==> config.mk <==
export PLATFORM = sky130hd
export DESIGN_NAME = cla_addsub_pipe
export DESIGN_NICKNAME = d
export VERILOG_FILES = /design/src/rtl/alu_pkg.sv /design/src/rtl/cla_addsub_pipe_group.sv /design/src/rtl/cla_addsub_pipe.sv
export SDC_FILE = /design/constraint.sdc
export NUM_CORES = 1
export LEC_CHECK = 0
export ABC_AREA = 1
export ABC_CLOCK_PERIOD_IN_PS = 5250
export CAP_MARGIN = 25
export CORE_MARGIN = 1.5
export CORE_UTILIZATION = 55
export CTS_CLUSTER_SIZE = 25
export DETAILED_ROUTE_END_ITERATION = 12
export PLACE_DENSITY = 0.86
export SETUP_SLACK_MARGIN = 0.4
export SYNTH_ARGS = -nofsm -noshare
export SYNTH_HDL_FRONTEND = slang
export SYNTH_SLANG_ARGS = --single-unit
==> constraint.sdc <==
create_clock -name clk -period 5.25 [get_ports clk]
set_clock_uncertainty 0.15 [all_clocks]
set_input_delay 1.05 -clock clk [delete_from_list [all_inputs] [get_ports clk]]
set_output_delay 1.05 -clock clk [all_outputs]
set_load 0.1 [all_outputs]
==> src/rtl/alu_pkg.sv <==
// Op encodings, flag bit positions and operand-preparation helpers shared by
// the adder pipeline and the ALU result mux.
package alu_pkg;

  typedef enum logic [1:0] {
    OP_ADD = 2'b00,
    OP_ADC = 2'b01,
    OP_SUB = 2'b10,
    OP_SBB = 2'b11
  } alu_op_e;

  localparam int FLAG_CARRY = 0;
  localparam int FLAG_OVF   = 1;
  localparam int FLAG_ZERO  = 2;
  localparam int FLAG_W     = 3;

  // SUB is a + ~b + 1; ADC/SBB take the external carry, ADD forces zero.
  function automatic logic carry_in(input alu_op_e op, input logic cin);
    case (op)
      OP_ADD:  carry_in = 1'b0;
      OP_SUB:  carry_in = 1'b1;
      default: carry_in = cin;
    endcase
  endfunction

  function automatic logic invert_b(input alu_op_e op);
    invert_b = (op == OP_SUB) || (op == OP_SBB);
  endfunction

endpackage

==> src/rtl/cla_addsub_pipe_group.sv <==
// One BLOCK-bit carry-lookahead group: every internal carry is a flat
// sum-of-products of g/p/cin, no ripple inside the group.
module cla_group #(
  parameter int BLOCK = 4
) (
  input  logic [BLOCK-1:0] i_g,
  input  logic [BLOCK-1:0] i_p,
  input  logic             i_cin,
  output logic [BLOCK-1:0] o_sum,
  output logic             o_cout
);

  logic [BLOCK:0] w_c;

  always_comb begin
    logic term;
    w_c = '0;
    for (int i = 0; i <= BLOCK; i++) begin
      term = i_cin;
      for (int j = 0; j < i; j++) term = term & i_p[j];
      w_c[i] = term;
      for (int j = 0; j < i; j++) begin
        term = i_g[j];
        for (int m = j + 1; m < i; m++) term = term & i_p[m];
        w_c[i] = w_c[i] | term;
      end
    end
  end

  assign o_sum  = i_p ^ w_c[BLOCK-1:0];
  assign o_cout = w_c[BLOCK];

endmodule

==> src/rtl/cla_addsub_pipe.sv <==
// Pipelined CLA adder/subtractor: stage k resolves operand segment k and
// hands its carry-out, partial sum and untouched operand bits to stage k+1.
module cla_addsub_pipe
  import alu_pkg::*;
#(
  parameter int WIDTH  = 32,
  parameter int STAGES = 2,
  parameter int BLOCK  = 4,
  parameter int TAG_W  = 4
) (
  input  logic             clk,
  input  logic             rst_n,
  input  logic             in_valid,
  output logic             in_ready,
  input  logic [WIDTH-1:0] in_a,
  input  logic [WIDTH-1:0] in_b,
  input  logic [1:0]       in_op,
  input  logic             in_cin,
  input  logic [TAG_W-1:0] in_tag,
  output logic             out_valid,
  input  logic             out_ready,
  output logic [WIDTH-1:0] out_sum,
  output logic             out_carry,
  output logic             out_ovf,
  output logic             out_zero,
  output logic [TAG_W-1:0] out_tag
);

  localparam int SEG  = WIDTH / STAGES;
  localparam int NGRP = SEG / BLOCK;

  if (WIDTH % (STAGES * BLOCK) != 0) begin : g_chk_div
    $error("cla_addsub_pipe: WIDTH must be a multiple of STAGES*BLOCK");
  end
  if (STAGES < 1 || STAGES > WIDTH / BLOCK) begin : g_chk_stages
    $error("cla_addsub_pipe: STAGES out of range 1..WIDTH/BLOCK");
  end

  // Per-stage inputs: index 0 is the port side, index k>0 is stage k-1's register.
  logic [WIDTH-1:0]  w_a   [STAGES];
  logic [WIDTH-1:0]  w_bp  [STAGES];
  logic [WIDTH-1:0]  w_sum [STAGES];
  logic [TAG_W-1:0]  w_tag [STAGES];
  logic [STAGES-1:0] w_cin;
  logic [STAGES-1:0] w_zero;
  logic [STAGES-1:0] w_vin;
  logic [STAGES-1:0] w_load;
  logic [STAGES-1:0] r_valid;

  logic [WIDTH-1:0]  r_out_sum;
  logic              r_out_carry;
  logic              r_out_ovf;
  logic              r_out_zero;
  logic [TAG_W-1:0]  r_out_tag;

  assign w_a[0]    = in_a;
  assign w_bp[0]   = invert_b(alu_op_e'(in_op)) ? ~in_b : in_b;
  assign w_cin[0]  = carry_in(alu_op_e'(in_op), in_cin);
  assign w_sum[0]  = '0;
  assign w_zero[0] = 1'b1;
  assign w_tag[0]  = in_tag;

  // A stage may load when it is empty or its successor is loading.
  always_comb begin
    logic ld;
    w_load = '0;
    w_vin  = '0;
    ld = ~r_valid[STAGES-1] | out_ready;
    for (int k = STAGES - 1; k >= 0; k--) begin
      if (k < STAGES - 1) ld = ~r_valid[k] | ld;
      w_load[k] = ld;
    end
    w_vin[0] = in_valid;
    for (int k = 1; k < STAGES; k++) w_vin[k] = r_valid[k-1];
  end

  always_ff @(posedge clk or negedge rst_n) begin
    if (!rst_n) begin
      r_valid <= '0;
    end else begin
      for (int k = 0; k < STAGES; k++)
        if (w_load[k]) r_valid[k] <= w_vin[k];
    end
  end

  for (genvar k = 0; k < STAGES; k++) begin : g_stage
    logic [SEG-1:0]   w_seg_a;
    logic [SEG-1:0]   w_seg_bp;
    logic [SEG-1:0]   w_seg_g;
    logic [SEG-1:0]   w_seg_p;
    logic [SEG-1:0]   w_seg_sum;
    logic [WIDTH-1:0] w_sum_nxt;
    logic             w_seg_cout;
    logic             w_zero_nxt;
    logic             w_en;

    assign w_seg_a  = w_a[k][k*SEG +: SEG];
    assign w_seg_bp = w_bp[k][k*SEG +: SEG];
    assign w_seg_g  = w_seg_a & w_seg_bp;
    assign w_seg_p  = w_seg_a ^ w_seg_bp;
    assign w_en     = w_load[k] & w_vin[k];

    for (genvar j = 0; j < NGRP; j++) begin : g_grp
      logic w_gcin;
      logic w_gcout;
      if (j == 0) begin : g_first
        assign w_gcin = w_cin[k];
      end else begin : g_next
        assign w_gcin = g_grp[j-1].w_gcout;
      end
      cla_group #(.BLOCK(BLOCK)) u_grp (
        .i_g    (w_seg_g[j*BLOCK +: BLOCK]),
        .i_p    (w_seg_p[j*BLOCK +: BLOCK]),
        .i_cin  (w_gcin),
        .o_sum  (w_seg_sum[j*BLOCK +: BLOCK]),
        .o_cout (w_gcout)
      );
    end

    assign w_seg_cout = g_grp[NGRP-1].w_gcout;
    assign w_zero_nxt = w_zero[k] & ~(|w_seg_sum);

    always_comb begin
      w_sum_nxt = w_sum[k];
      w_sum_nxt[k*SEG +: SEG] = w_seg_sum;
    end

    if (k < STAGES - 1) begin : g_mid
      logic [WIDTH-1:0] r_a;
      logic [WIDTH-1:0] r_bp;
      logic [WIDTH-1:0] r_sum;
      logic             r_c;
      logic             r_zero;
      logic [TAG_W-1:0] r_tag;

      always_ff @(posedge clk or negedge rst_n) begin
        if (!rst_n) begin
          r_a    <= '0;
          r_bp   <= '0;
          r_sum  <= '0;
          r_c    <= 1'b0;
          r_zero <= 1'b0;
          r_tag  <= '0;
        end else if (w_en) begin
          r_a    <= w_a[k];
          r_bp   <= w_bp[k];
          r_sum  <= w_sum_nxt;
          r_c    <= w_seg_cout;
          r_zero <= w_zero_nxt;
          r_tag  <= w_tag[k];
        end
      end

      assign w_a[k+1]    = r_a;
      assign w_bp[k+1]   = r_bp;
      assign w_sum[k+1]  = r_sum;
      assign w_cin[k+1]  = r_c;
      assign w_zero[k+1] = r_zero;
      assign w_tag[k+1]  = r_tag;
    end else begin : g_last
      // Carry into the MSB is recoverable from its sum and propagate bits.
      logic w_c_msb;
      assign w_c_msb = w_seg_p[SEG-1] ^ w_seg_sum[SEG-1];

      always_ff @(posedge clk or negedge rst_n) begin
        if (!rst_n) begin
          r_out_sum   <= '0;
          r_out_carry <= 1'b0;
          r_out_ovf   <= 1'b0;
          r_out_zero  <= 1'b0;
          r_out_tag   <= '0;
        end else if (w_en) begin
          r_out_sum   <= w_sum_nxt;
          r_out_carry <= w_seg_cout;
          r_out_ovf   <= w_c_msb ^ w_seg_cout;
          r_out_zero  <= w_zero_nxt;
          r_out_tag   <= w_tag[k];
        end
      end
    end
  end

  assign in_ready  = w_load[0];
  assign out_valid = r_valid[STAGES-1];
  assign out_sum   = r_out_sum;
  assign out_carry = r_out_carry;
  assign out_ovf   = r_out_ovf;
  assign out_zero  = r_out_zero;
  assign out_tag   = r_out_tag;

endmodule
==> run metrics <==
Synth area leaders dfrtp_1 45%, nand2_1 16%, ha_1 9.5%, inv_1 4.3%, xnor2_1 3.7%; largest stage delay on the critical path 0.48 ns; Psw 1790 uW; Worst setup EP type register; Buf/Inv on CP 4; Synth Area per Inst 8.46 um^2; Die Area 10200 um^2; IO Port Bufs 115; chip width 101 um; routed wire length 12800 um; Crit Path Class in -> reg; WL/cell 14.7 um; Nets 862; drt drc 0; gpl congestion 0.831; pwr dens 500 nW/um^2; H-tree levels 3; Tot GR Track Use 25.9%; fin crit share 89.7%; via count 4539; Synth Instances 623; area added between synthesis and finish 29.4%; Setup crit start kind primary input; Clock Power Share 13.6%; largest net degree at the start of global routing 73; final slew viol count 0; Clock Sink Count 95; Final Util 73.5%; critical path peak fanout 2; RSZ-0062 raised after global routing false; hpwl dp 9000 um; fin crit period 4.71 ns; Worst VDD drop 0.000339 V; Skew-Pair Late Insertion Delay 0.37 ns; Pleak 0.00341 uW; Int Power 1620 uW; top-area cell type share of the netlist area 45.1%; final hold violation count 0; FF/Latch Area 2380 um^2; Combinational Power Share 55.5%; vias in the first global route 4690; I/O pins 116; Die Y-Extent 101 um; Post-CTS Hold Buffers 0; ANT nets after route 0; switching share of power 52.6%; Post-Syn Nets 746; clk buf depth 2; vias per cell 5.20; Fmax achieved 212 MHz; Mapped Area 5270 um^2; layout cell share with drive strength beyond 1 7.93%; diode count 0; cell family with most CP delay simple AND/OR/NAND/NOR gates; run status finished clean; post-synth top area cell dfrtp_1; hold crit path type reg -> reg; grt total ovfl 0; number of fill cells 666; DP Area 6500 um^2; relative slew slack 34.2%; Clk pin slew, worst setup/hold paths 0.11 ns; CTS tree done; Initial Util 56.8%; Yosys reg bits 95; max_cap viols 0; wire length of the first global-routing pass 20700 um; slew at the pin with the worst max-slew slack 0.985 ns; sequential fraction of the synthesis area 45.1%; Multi-input gate area 2630 um^2; Yosys Warn Count 0; total CTS buffers 9; design area 6820 um^2; critical path's slowest cell clkdlybuf4s50_1; 1st-iter DRT viols 229; most frequent CP cell nand2_2; Yosys cell types 31; initial antenna violation count 0; final setup fails 0; Critical Path AT 4.87 ns; register share of total power 30.8%; first-pass detailed-route iteration total 5; CTS Root Cell clkbuf_8; FP Rows 35; CP required 5.42 ns; core footprint 9280 um^2
==> power by group through the flow <==
stage	clock network, uW	registers, uW	logic (uW)
3_5_place_dp	0	1070	1850
4_1_cts	473	1050	1860
3_3_place_gp	0	1060	1810
2_1_floorplan	0	1910	514
6_report	465	1050	1890
5_1_grt	507	1080	2010
==> worst reg2reg max path: cells and delay by family, from the launching register on <==
kind	cells	cell delay, ns
AO/OA/AOI/OAI	3	0.59
adder cells (fa/ha/maj)	5	1.33
flip-flops	1	0.42
AND/OR/NAND/NOR	17	1.55
==> metrics by stage <==
step / std cells / hold slack [ns] / TNS [ns] / total power [uW] / setup WS [ns]
3_3_place_gp: 850 / 0.305 / 0 / 2860 / 0.131
6_report: 873 / 0.333 / 0 / 3410 / 0.543
2_1_floorplan: 623 / 0.299 / 0 / 2420 / 0.447
4_1_cts: 868 / 0.335 / 0 / 3390 / 0.492
3_5_place_dp: 850 / 0.311 / -0.422 / 2920 / -0.228
5_1_grt: 873 / 0.350 / 0 / 3590 / 0.319
==> layout by cell type, fill, tap and decap left out, types with 8 or more instances in the layout <==
cell	count
o21ai_1	23
clkdlybuf4s50_1	109
nor2_1	23
xor2_1	14
clkbuf_8	9
ha_1	36
nand2_1	216
nand3_1	22
inv_1	60
o21ai_0	26
dfrtp_1	95
a31oi_1	8
nand4_1	12
xnor2_1	22
buf_4	13
==> logic make-up after synthesis <==
family	count (synthesis)	share of synthesized area, %
AOI/OAI and AO/OA	68	7.14
xor gates and xnor gates	37	6.15
adders and majority gates	48	12.5
buffers and inverters	84	6.65
DFF	95	45.1
muxes	1	0.214
and+or+nand+nor	290	22.2
==> final timing paths <==
path,from,end,slack [ns],cells past startpoint
worst min register to register,out_sum[24],out_sum[24],0.33,2
max in group asynchronous,rst_n,g_stage[0].g_mid.r_a[28],3.38,2
worst max register to register,g_stage[0].g_mid.r_bp[16],out_zero,1.15,25
worst max-delay path,in_op[0],g_stage[0].g_mid.r_zero,0.54,30
min in group asynchronous,rst_n,g_stage[0].g_mid.r_tag[3],0.53,1
worst min-delay path,out_sum[24],out_sum[24],0.33,2
==> layer usage <==
| metal | track usage (%) | share of wire, % |
|---|---|---|
| met1 | 29.5 | 41 |
| met2 | 46.7 | 50 |
| met3 | 4.92 | 5.4 |
| met4 | 12.0 | 3.9 |
| met5 | 0 | 0 |
==> layout make-up <==
class | instances | share of cell area [%]
multi-input combinational | 444 | 38.6
sequential | 95 | 34.9
timing repair buffer | 126 | 18.0
inverter | 63 | 3.47
tap | 129 | 2.37
clock buffer | 9 | 1.82
clock inverter | 7 | 0.936
==> what timing repair did <==
action                                  in CTS  in global routing
gates cloned                                 0                  0
gates resized for setup                      4                 23
endpoints found under the setup margin       4                  5
buffers inserted                             2                  5
pin swaps                                    2                 18
==> sequential cells by signal, indices dropped and copies added, names as in the netlist, 2 cells and up <==
register	count
g_stage.g_mid.r_sum	16
out_sum	32
out_tag	4
r_valid	2
g_stage.g_mid.r_a	16
g_stage.g_mid.r_tag	4
g_stage.g_mid.r_bp	16
==> cells in the mapped netlist <==
cell	instances
a21o_1	3
a21oi_1	4
a21oi_4	1
a22oi_1	1
a31oi_1	8
buf_2	15
buf_4	1
buf_6	1
clkbuf_1	2
clkbuf_2	1
clkbuf_4	1
dfrtp_1	95
fa_1	8
ha_1	40
inv_1	61
inv_2	2
mux2_2	1
nand2_1	223
nand2_2	1
nand2_4	1
nand3_1	26
nand3_2	1
nand3b_1	1
nand4_1	12
nor2_1	25
o211ai_1	1
o21a_1	1
o21ai_0	26
o21ai_1	23
xnor2_1	22
xor2_1	15
(Power assumes the default switching activity.)
